--- src/rtl/excpt_ctrl.sv ---
// Exception sequencer: sticky pending capture, priority take at
// instruction boundaries, vector lookup, redirect and eret return.
module excpt_ctrl #(
  parameter  int WIDTH     = 16,
  parameter  int NUM_EXC   = 16,
  localparam int ADDR_SIZE = $clog2(NUM_EXC)
) (
  input  logic                 clk,
  input  logic                 rst,
  input  logic [NUM_EXC-1:0]   excpt_req,
  input  logic [NUM_EXC-1:0]   excpt_mask,
  input  logic [WIDTH-1:0]     pc,
  input  logic                 instr_done,
  input  logic                 eret,
  output logic [ADDR_SIZE-1:0] vec_addr,
  input  logic [WIDTH-1:0]     vec_data,
  output logic                 redirect,
  output logic [WIDTH-1:0]     pc_target,
  output logic                 stall,
  output logic [WIDTH-1:0]     epc,
  output logic [ADDR_SIZE-1:0] cause,
  output logic                 in_handler
);

  typedef enum logic [2:0] {
    S_IDLE,
    S_LOOKUP,
    S_REDIRECT,
    S_HANDLER,
    S_RETURN
  } state_t;

  state_t               r_state;
  logic [NUM_EXC-1:0]   r_pend;
  logic [WIDTH-1:0]     r_epc;
  logic [ADDR_SIZE-1:0] r_cause;
  logic [ADDR_SIZE-1:0] r_vec_addr;
  logic                 r_redirect;
  logic                 r_stall;
  logic                 r_in_handler;

  logic [NUM_EXC-1:0]   w_eff;
  logic [ADDR_SIZE-1:0] w_sel;
  logic                 w_take;
  logic [NUM_EXC-1:0]   w_clr;

  assign w_eff  = (r_pend | excpt_req) & excpt_mask;
  assign w_take = (r_state == S_IDLE) && instr_done && (|w_eff);
  assign w_clr  = w_take ? (NUM_EXC'(1) << w_sel) : '0;

  // Downward scan so the lowest set index wins.
  always_comb begin
    w_sel = '0;
    for (int i = NUM_EXC - 1; i >= 0; i--) begin
      if (w_eff[i]) w_sel = ADDR_SIZE'(i);
    end
  end

  always_ff @(posedge clk) begin
    if (!rst) r_pend <= '0;
    else      r_pend <= (r_pend | excpt_req) & ~w_clr;
  end

  always_ff @(posedge clk) begin
    if (!rst) begin
      r_state      <= S_IDLE;
      r_epc        <= '0;
      r_cause      <= '0;
      r_vec_addr   <= '0;
      r_redirect   <= 1'b0;
      r_stall      <= 1'b0;
      r_in_handler <= 1'b0;
    end else begin
      unique case (r_state)
        S_IDLE: begin
          if (w_take) begin
            r_state    <= S_LOOKUP;
            r_cause    <= w_sel;
            r_vec_addr <= w_sel;
            r_epc      <= pc;
            r_stall    <= 1'b1;
          end
        end
        S_LOOKUP: begin
          r_state    <= S_REDIRECT;
          r_stall    <= 1'b1;
          r_redirect <= 1'b1;
        end
        S_REDIRECT: begin
          r_state      <= S_HANDLER;
          r_stall      <= 1'b0;
          r_redirect   <= 1'b0;
          r_in_handler <= 1'b1;
        end
        S_HANDLER: begin
          if (eret) begin
            r_state      <= S_RETURN;
            r_in_handler <= 1'b0;
            r_stall      <= 1'b1;
            r_redirect   <= 1'b1;
          end
        end
        S_RETURN: begin
          r_state    <= S_IDLE;
          r_stall    <= 1'b0;
          r_redirect <= 1'b0;
        end
        default: begin
          r_state      <= S_IDLE;
          r_stall      <= 1'b0;
          r_redirect   <= 1'b0;
          r_in_handler <= 1'b0;
        end
      endcase
    end
  end

  // Vector data arrives during REDIRECT; RETURN goes back to epc.
  assign pc_target  = r_redirect
                    ? ((r_state == S_RETURN) ? r_epc : vec_data)
                    : '0;
  assign vec_addr   = r_vec_addr;
  assign redirect   = r_redirect;
  assign stall      = r_stall;
  assign epc        = r_epc;
  assign cause      = r_cause;
  assign in_handler = r_in_handler;

endmodule

--- config.mk ---
export PLATFORM = sky130hd
export DESIGN_NAME = excpt_ctrl
export DESIGN_NICKNAME = d
export VERILOG_FILES = /design/src/rtl/excpt_ctrl.sv
export SDC_FILE = /design/constraint.sdc
export NUM_CORES = 1
export LEC_CHECK = 0
export BUFFER_PORTS_ARGS = -buffer_cell sky130_fd_sc_hd__clkbuf_2
export CORE_UTILIZATION = 40
export CTS_CLUSTER_SIZE = 30
export DETAILED_ROUTE_END_ITERATION = 10
export GPL_TIMING_DRIVEN = 0
export PLACE_DENSITY = 0.79
export SETUP_SLACK_MARGIN = 0.1
export SYNTH_ARGS = -nofsm -noshare
export SYNTH_HDL_FRONTEND = slang
export SYNTH_SLANG_ARGS = --single-unit
--- constraint.sdc ---
create_clock -name clk -period 1.95 [get_ports clk]
set_clock_uncertainty 0.2 [all_clocks]
set_input_delay 0.195 -clock clk [delete_from_list [all_inputs] [get_ports clk]]
set_output_delay 0.195 -clock clk [all_outputs]
set_load 0.05 [all_outputs]
After elaboration in Yosys (flattened, before gate mapping)
Index checks and enable logic that the tools add are counted.
W data, S select, Z words.
{ "op_classes": {"reduce_logical": 9, "add_sub_neg": 0, "shifts": 1, "div_mod_pow": 0, "mux": 28, "bitwise": 6, "order_cmp": 0, "multipliers": 0, "n_eq_ne": 6} }
{ "ops": {"columns": ["op", "n"], "rows": [
  ["$mux W4", 16],
  ["$mux W16", 3],
  ["$and A16 B16 Y16", 2],
  ["$not A16 Y16", 1],
  ["$or A16 B16 Y16", 1],
  ["$reduce_or A16 Y1", 1],
  ["$shl A1 B4 Y16 const A", 1],
  ["$pmux W3 S4", 1],
  ["$pmux W1 S3", 3],
  ["$reduce_and A2 Y1", 4],
  ["$eq A3 B2 Y1 const B", 2],
  ["$mux W3", 2],
  ["$ne A2 B2 Y1 const B", 2],
  ["$eq A3 B1 Y1 const B", 1],
  ["$eq A3 B3 Y1 const B", 1],
  ["$logic_not A3 Y1", 1],
  ["$mux W1", 3],
  ["$reduce_or A3 Y1", 1],
  ["$logic_and A1 B1 Y1", 2],
  ["$not A1 Y1", 2]
]} }
{ "totals": {"word_cells": 57, "romBits": 0, "latch_bits": 0, "mem_count": 0, "ramBits": 0, "regBits": 42} }

Depth between registers and ports, before layout
{ "depth": {"depth_word": 22, "depth_mapped": 7, "mapped_depth_nobuf": 6} }

Least setup slack after synthesis
No wires, ideal clock.
{ "synth_timing": {"path_kind": "register to output", "startpoint": "register r_state[2]", "endpoint": "output port pc_target[10]", "slack_ns": -0.759, "required_ns": 1.555, "stages_incl_launch_ff": 6, "arrival_ns": 2.314, "path_buffers": 1, "cell_sequence": "dfxtp_1 inv_1 nor3_1 buf_2 nand2_1 a21boi_0"} }
{ "synth_between": {"elab_chain_cells": 3} }
{ "synth_rtl": {"columns": ["element", "line", "rtl"], "rows": [
  ["from (decl)", "33", "state_t r_state;"],
  ["from (signal assigned)", "66", "r_state <= S_IDLE;"],
  ["from (signal assigned)", "77", "r_state <= S_LOOKUP;"],
  ["from (signal assigned)", "85", "r_state <= S_REDIRECT;"],
  ["$eq A3 B3 Y1", "120", "? ((r_state == S_RETURN) ? r_epc : vec_data)"],
  ["$mux W16 (2 in series)", "120", null],
  ["to (decl)", "18", "output logic [WIDTH-1:0] pc_target,"]
]} }
No other way between the ends.

Worst setup path after layout
Same ends and word-level chain as after synthesis.

==> impl_metrics.xml <==
<?xml version="1.0" encoding="UTF-8"?>
<metrics>
  <group name="final_layout">
    <metric name="final_cell_area" unit="sq um">4220</metric>
    <metric name="synthToLayoutAreaGrowth" unit="%">90.8</metric>
    <metric name="layout.core_utilization" unit="">0.811</metric>
    <metric name="layout.nets" unit="">518</metric>
    <metric name="diodes" unit="">0</metric>
    <metric name="layout-drive-gt1-share" unit="">0.581</metric>
  </group>
  <group name="clock_tree">
    <metric name="clock_tree_from_tritoncts" unit="">done</metric>
    <metric name="clock_sink_count" unit="">42</metric>
    <metric name="clk_pin_slew_worst_paths" unit="ns">0.09</metric>
    <metric name="max_clock_buf_depth" unit="">2</metric>
    <metric name="cts_buffers" unit="">5</metric>
    <metric name="clock-root-buffer" unit="">sky130_fd_sc_hd__clkbuf_8</metric>
    <metric name="cts-htree-levels" unit="">2</metric>
    <metric name="clk-insertion-delay-late" unit="ns">0.30</metric>
  </group>
  <group name="run_status">
    <metric name="status" unit="">finished, violations left</metric>
    <metric name="violations" unit="">negative setup slack</metric>
  </group>
  <group name="floorplan">
    <metric name="chipWidth" unit="um">76.3</metric>
    <metric name="die_area" unit="sq um">5830</metric>
    <metric name="placeableCoreArea" unit="sq um">5200</metric>
    <metric name="die_h" unit="um">76.3</metric>
    <metric name="initial_core_util" unit="">0.425</metric>
    <metric name="placement_rows" unit="">26</metric>
    <metric name="floorplan.io_pins" unit="">111</metric>
  </group>
  <group name="worst_setup_path">
    <metric name="crit-reg2reg-launch" unit="">r_pend[8]$_SDFF_PN0_</metric>
    <metric name="critPathSlowestCell" unit="">sky130_fd_sc_hd__dfxtp_2</metric>
    <metric name="setup.worst_path.end" unit="">pc_target[10]</metric>
    <metric name="worst-setup-path-type" unit="">reg2out</metric>
    <metric name="setup.worst_path.start" unit="">r_state[2]$_SDFFE_PN0P_</metric>
    <metric name="type_of_element_capturing_the_critical_path" unit="">output pin</metric>
    <metric name="regToRegEndpoint" unit="">vec_addr[0]$_SDFFE_PN0P_</metric>
    <metric name="critical_path_cell_count" unit="">7</metric>
    <metric name="reg2reg_depth" unit="">8</metric>
    <metric name="cp_data_arrival_time" unit="ns">1.64</metric>
    <metric name="most_prevalent_standard_cell_on_the_critical_path" unit="">sky130_fd_sc_hd__buf_8</metric>
    <metric name="cells_along_the_critical_path" unit="">inv_4 &gt; nor3_4 &gt; buf_6 &gt; buf_8 &gt; nand2_4 &gt; a21boi_4 &gt; buf_8</metric>
    <metric name="data_required_critical_path" unit="ns">1.55</metric>
    <metric name="critical_path_peak_fanout" unit="">5</metric>
    <metric name="worst_path_dominant_cell_family" unit="">buffers and inverters</metric>
    <metric name="r2r_slack" unit="ns">-0.06</metric>
    <metric name="worstPathBufferInverterCount" unit="">4</metric>
    <metric name="critical-path-max-stage-delay" unit="ns">0.37</metric>
    <metric name="worstSetupStartpointType" unit="">register</metric>
  </group>
  <group name="timing">
    <metric name="final-setup-viol-count" unit="">30</metric>
    <metric name="final.setup.worst_slack" unit="ns">-0.0873</metric>
    <metric name="fmaxAchievable" unit="GHz">0.491</metric>
    <metric name="max_slew.worst_pin.slew" unit="ns">0.581</metric>
    <metric name="final.min_clock_period" unit="ns">2.04</metric>
    <metric name="setup-tns-final" unit="ns">-1.01</metric>
    <metric name="timing.max_slew.rel_slack" unit="">0.613</metric>
    <metric name="ratio_of_final_minimum_period_to_clock_period" unit="">1.04</metric>
    <metric name="hold_fails_final_rpt" unit="">0</metric>
    <metric name="unrepaired_setup_endpoints_after_global_routing" unit="">yes</metric>
    <metric name="final_max_slew_viol_count" unit="">0</metric>
  </group>
  <group name="placement">
    <metric name="dp.final_hpwl" unit="mm">4.98</metric>
    <metric name="globalplace.congestion" unit="">0.870</metric>
    <metric name="postPlaceCellArea" unit="sq um">2990</metric>
    <metric name="numPortBuffers" unit="">110</metric>
    <metric name="preCtsSetupSlack" unit="ns">-0.195</metric>
  </group>
  <group name="power_and_ir_drop">
    <metric name="power.density" unit="nW/um^2">680</metric>
    <metric name="power_leakage" unit="nW">1.91</metric>
    <metric name="vdd_ir_drop_max" unit="uV">385</metric>
  </group>
  <group name="global_route">
    <metric name="grt_first_pass_wirelength" unit="mm">14.4</metric>
    <metric name="maximum_number_of_pins_on_one_net_before_global_route_repair" unit="">15</metric>
    <metric name="grt_use_total" unit="">0.310</metric>
    <metric name="vias_in_the_first_global_route" unit="">2930</metric>
    <metric name="grt_overflow_total" unit="">0</metric>
    <metric name="grt_antenna_before_repair" unit="">0</metric>
  </group>
  <group name="synthesis">
    <metric name="netlist-cell-type-count" unit="">38</metric>
    <metric name="synth.ff_latch_count" unit="">42</metric>
    <metric name="synth.top_cells.by_area" unit="">sky130_fd_sc_hd__dfxtp_1, sky130_fd_sc_hd__nand2_1, sky130_fd_sc_hd__a21boi_1</metric>
    <metric name="syn-mean-instance-area" unit="sq um">7.87</metric>
    <metric name="mapped_nets" unit="">349</metric>
    <metric name="synth.top_cell.area_share" unit="">0.380</metric>
    <metric name="sequential_to_total_area_share_from_yosys_stat" unit="">0.380</metric>
    <metric name="area_leader_netlist" unit="">sky130_fd_sc_hd__dfxtp_1</metric>
    <metric name="post_synth_instance_area" unit="sq um">2210</metric>
    <metric name="netlist_instances" unit="">281</metric>
    <metric name="synth_warnings" unit="">0</metric>
  </group>
  <group name="route">
    <metric name="dr.pass1.iters" unit="">5</metric>
    <metric name="routed_wire_length_per_instance" unit="um">19.7</metric>
    <metric name="antenna_violating_nets_post_route" unit="">0</metric>
    <metric name="via_count" unit="">3044</metric>
    <metric name="post-route-drc-count" unit="">0</metric>
    <metric name="drt_first_iter_violations" unit="">206</metric>
    <metric name="post_drt_via_cell_ratio" unit="">5.84</metric>
    <metric name="detail_route.wirelength" unit="mm">10.3</metric>
  </group>
  <group name="min_path">
    <metric name="hold_path_class" unit="">in2reg</metric>
  </group>
  <group name="run">
    <metric name="maxCapViolations" unit="">0</metric>
  </group>
</metrics>
cell usage in the layout, fill, tap and decap left out, drive strengths merged, types with 9 or more instances in the layout:
cell / instances
a21boi: 33
nand2: 75
o21ai: 35
buf: 53
a21oi: 9
a31oi: 11
dlygate4sd3: 21
dfxtp: 42
clkbuf: 107
worst min path at each step:
stage	from	end	slack [ns]	cells past startpoint
floorplan	excpt_mask[0]	r_pend[0]$_SDFF_PN0_	0.09	1
global placement	excpt_mask[0]	r_pend[0]$_SDFF_PN0_	0.20	2
detailed placement	excpt_mask[0]	r_pend[0]$_SDFF_PN0_	0.21	2
CTS	eret	r_state[1]$_SDFFE_PN0P_	0.02	3
global route	eret	r_state[1]$_SDFFE_PN0P_	0.05	3
finish	excpt_req[2]	r_pend[2]$_SDFF_PN0_	0.03	3
worst reg2reg max path, delay by kind of cell (launching register included):
kind	cells	cell delay, ns
and+or+nand+nor	4	0.83
DFF	1	0.33
buffers and inverters	2	0.32
AOI/OAI and AO/OA	2	0.30
registers in the layout, summed over array words and instances, names as in the netlist:
register and count:
vec_addr 4, stall 1, in_handler 1, epc 16, r_pend 16, redirect 1
r_state 3
power by group:
group	internal (mW)	total [mW]	switching (mW)	leakage, nW
Clock	0.513	0.834	0.321	0.0683
Sequential	0.929	1.01	0.0812	0.350
Combinational	0.419	1.03	0.607	1.49
Total	1.86	2.87	1.01	1.91
synth_stat cells:
| cell | number |
|---|---|
| sky130_fd_sc_hd__a21boi_0 | 16 |
| sky130_fd_sc_hd__a21boi_1 | 17 |
| sky130_fd_sc_hd__a21oi_1 | 9 |
| sky130_fd_sc_hd__a221oi_1 | 1 |
| sky130_fd_sc_hd__a31o_1 | 1 |
| sky130_fd_sc_hd__a31o_2 | 1 |
| sky130_fd_sc_hd__a31oi_1 | 11 |
| sky130_fd_sc_hd__and2_1 | 3 |
| sky130_fd_sc_hd__and3_1 | 7 |
| sky130_fd_sc_hd__buf_2 | 1 |
| sky130_fd_sc_hd__buf_4 | 5 |
| sky130_fd_sc_hd__buf_6 | 1 |
| sky130_fd_sc_hd__clkbuf_1 | 7 |
| sky130_fd_sc_hd__dfxtp_1 | 42 |
| sky130_fd_sc_hd__inv_1 | 6 |
| sky130_fd_sc_hd__mux2i_1 | 1 |
| sky130_fd_sc_hd__nand2_1 | 75 |
| sky130_fd_sc_hd__nand2b_1 | 6 |
| sky130_fd_sc_hd__nand3_1 | 5 |
| sky130_fd_sc_hd__nand4_1 | 3 |
| sky130_fd_sc_hd__nand4_4 | 2 |
| sky130_fd_sc_hd__nor2_1 | 6 |
| sky130_fd_sc_hd__nor2_2 | 1 |
| sky130_fd_sc_hd__nor2b_1 | 2 |
| sky130_fd_sc_hd__nor3_1 | 5 |
| sky130_fd_sc_hd__nor4_4 | 1 |
| sky130_fd_sc_hd__o211a_1 | 1 |
| sky130_fd_sc_hd__o211ai_1 | 2 |
| sky130_fd_sc_hd__o21a_1 | 1 |
| sky130_fd_sc_hd__o21ai_0 | 23 |
| sky130_fd_sc_hd__o21ai_1 | 3 |
| sky130_fd_sc_hd__o21ai_2 | 6 |
| sky130_fd_sc_hd__o21ai_4 | 3 |
| sky130_fd_sc_hd__o22ai_1 | 3 |
| sky130_fd_sc_hd__o31a_1 | 1 |
| sky130_fd_sc_hd__o31ai_1 | 1 |
| sky130_fd_sc_hd__o41ai_1 | 1 |
| sky130_fd_sc_hd__or2_2 | 1 |
routing by layer:
metal	wire [um]	part of all wire	up-vias	track usage
met4	491	0.048	0	0.158
met5	0	0	-	0
met3	954	0.093	50	0.0491
met1	3820	0.37	1415	0.355
met2	4990	0.49	247	0.555
li1	-	-	1332	-
cell type report:
type,instances,area (sq um)
timing repair buffer,162,1220
fill,270,986
sequential,42,856
tap,70,87.6
clock inverter,3,68.8
clock buffer,5,68.8
inverter,6,25.0
multi-input combinational,219,1780
buffer,14,116
through the flow:
step,cells,hold WS [ns],power [mW]
after detailed placement,461,0.209,1.71
after floorplan,281,0.0850,1.50
after CTS,514,0.0218,2.72
after global placement,461,0.204,1.70
after global routing,521,0.0516,2.97
final,521,0.0292,2.87
logic make-up (layout without fill, tap and decap cells):
kind of cell | Yosys count | after routing | synth area share
compound gates | 101 | 101 | 0.315
buf+inv | 20 | 190 | 0.0464
flops | 42 | 42 | 0.380
mux | 1 | 1 | 0.00453
simple gates | 117 | 117 | 0.254
what timing repair did:
action / 4_1_cts / 5_1_grt
gates resized for setup: 108 / 67
cloned: 4 / 0
endpoints found under the hold margin: 21 / 0
buffers inserted: 20 / 8
hold buffers: 21 / 0
pin swaps: 41 / 32
setup endpoints to repair: 46 / 49
Note: power is estimated with default switching activity, not from simulation.
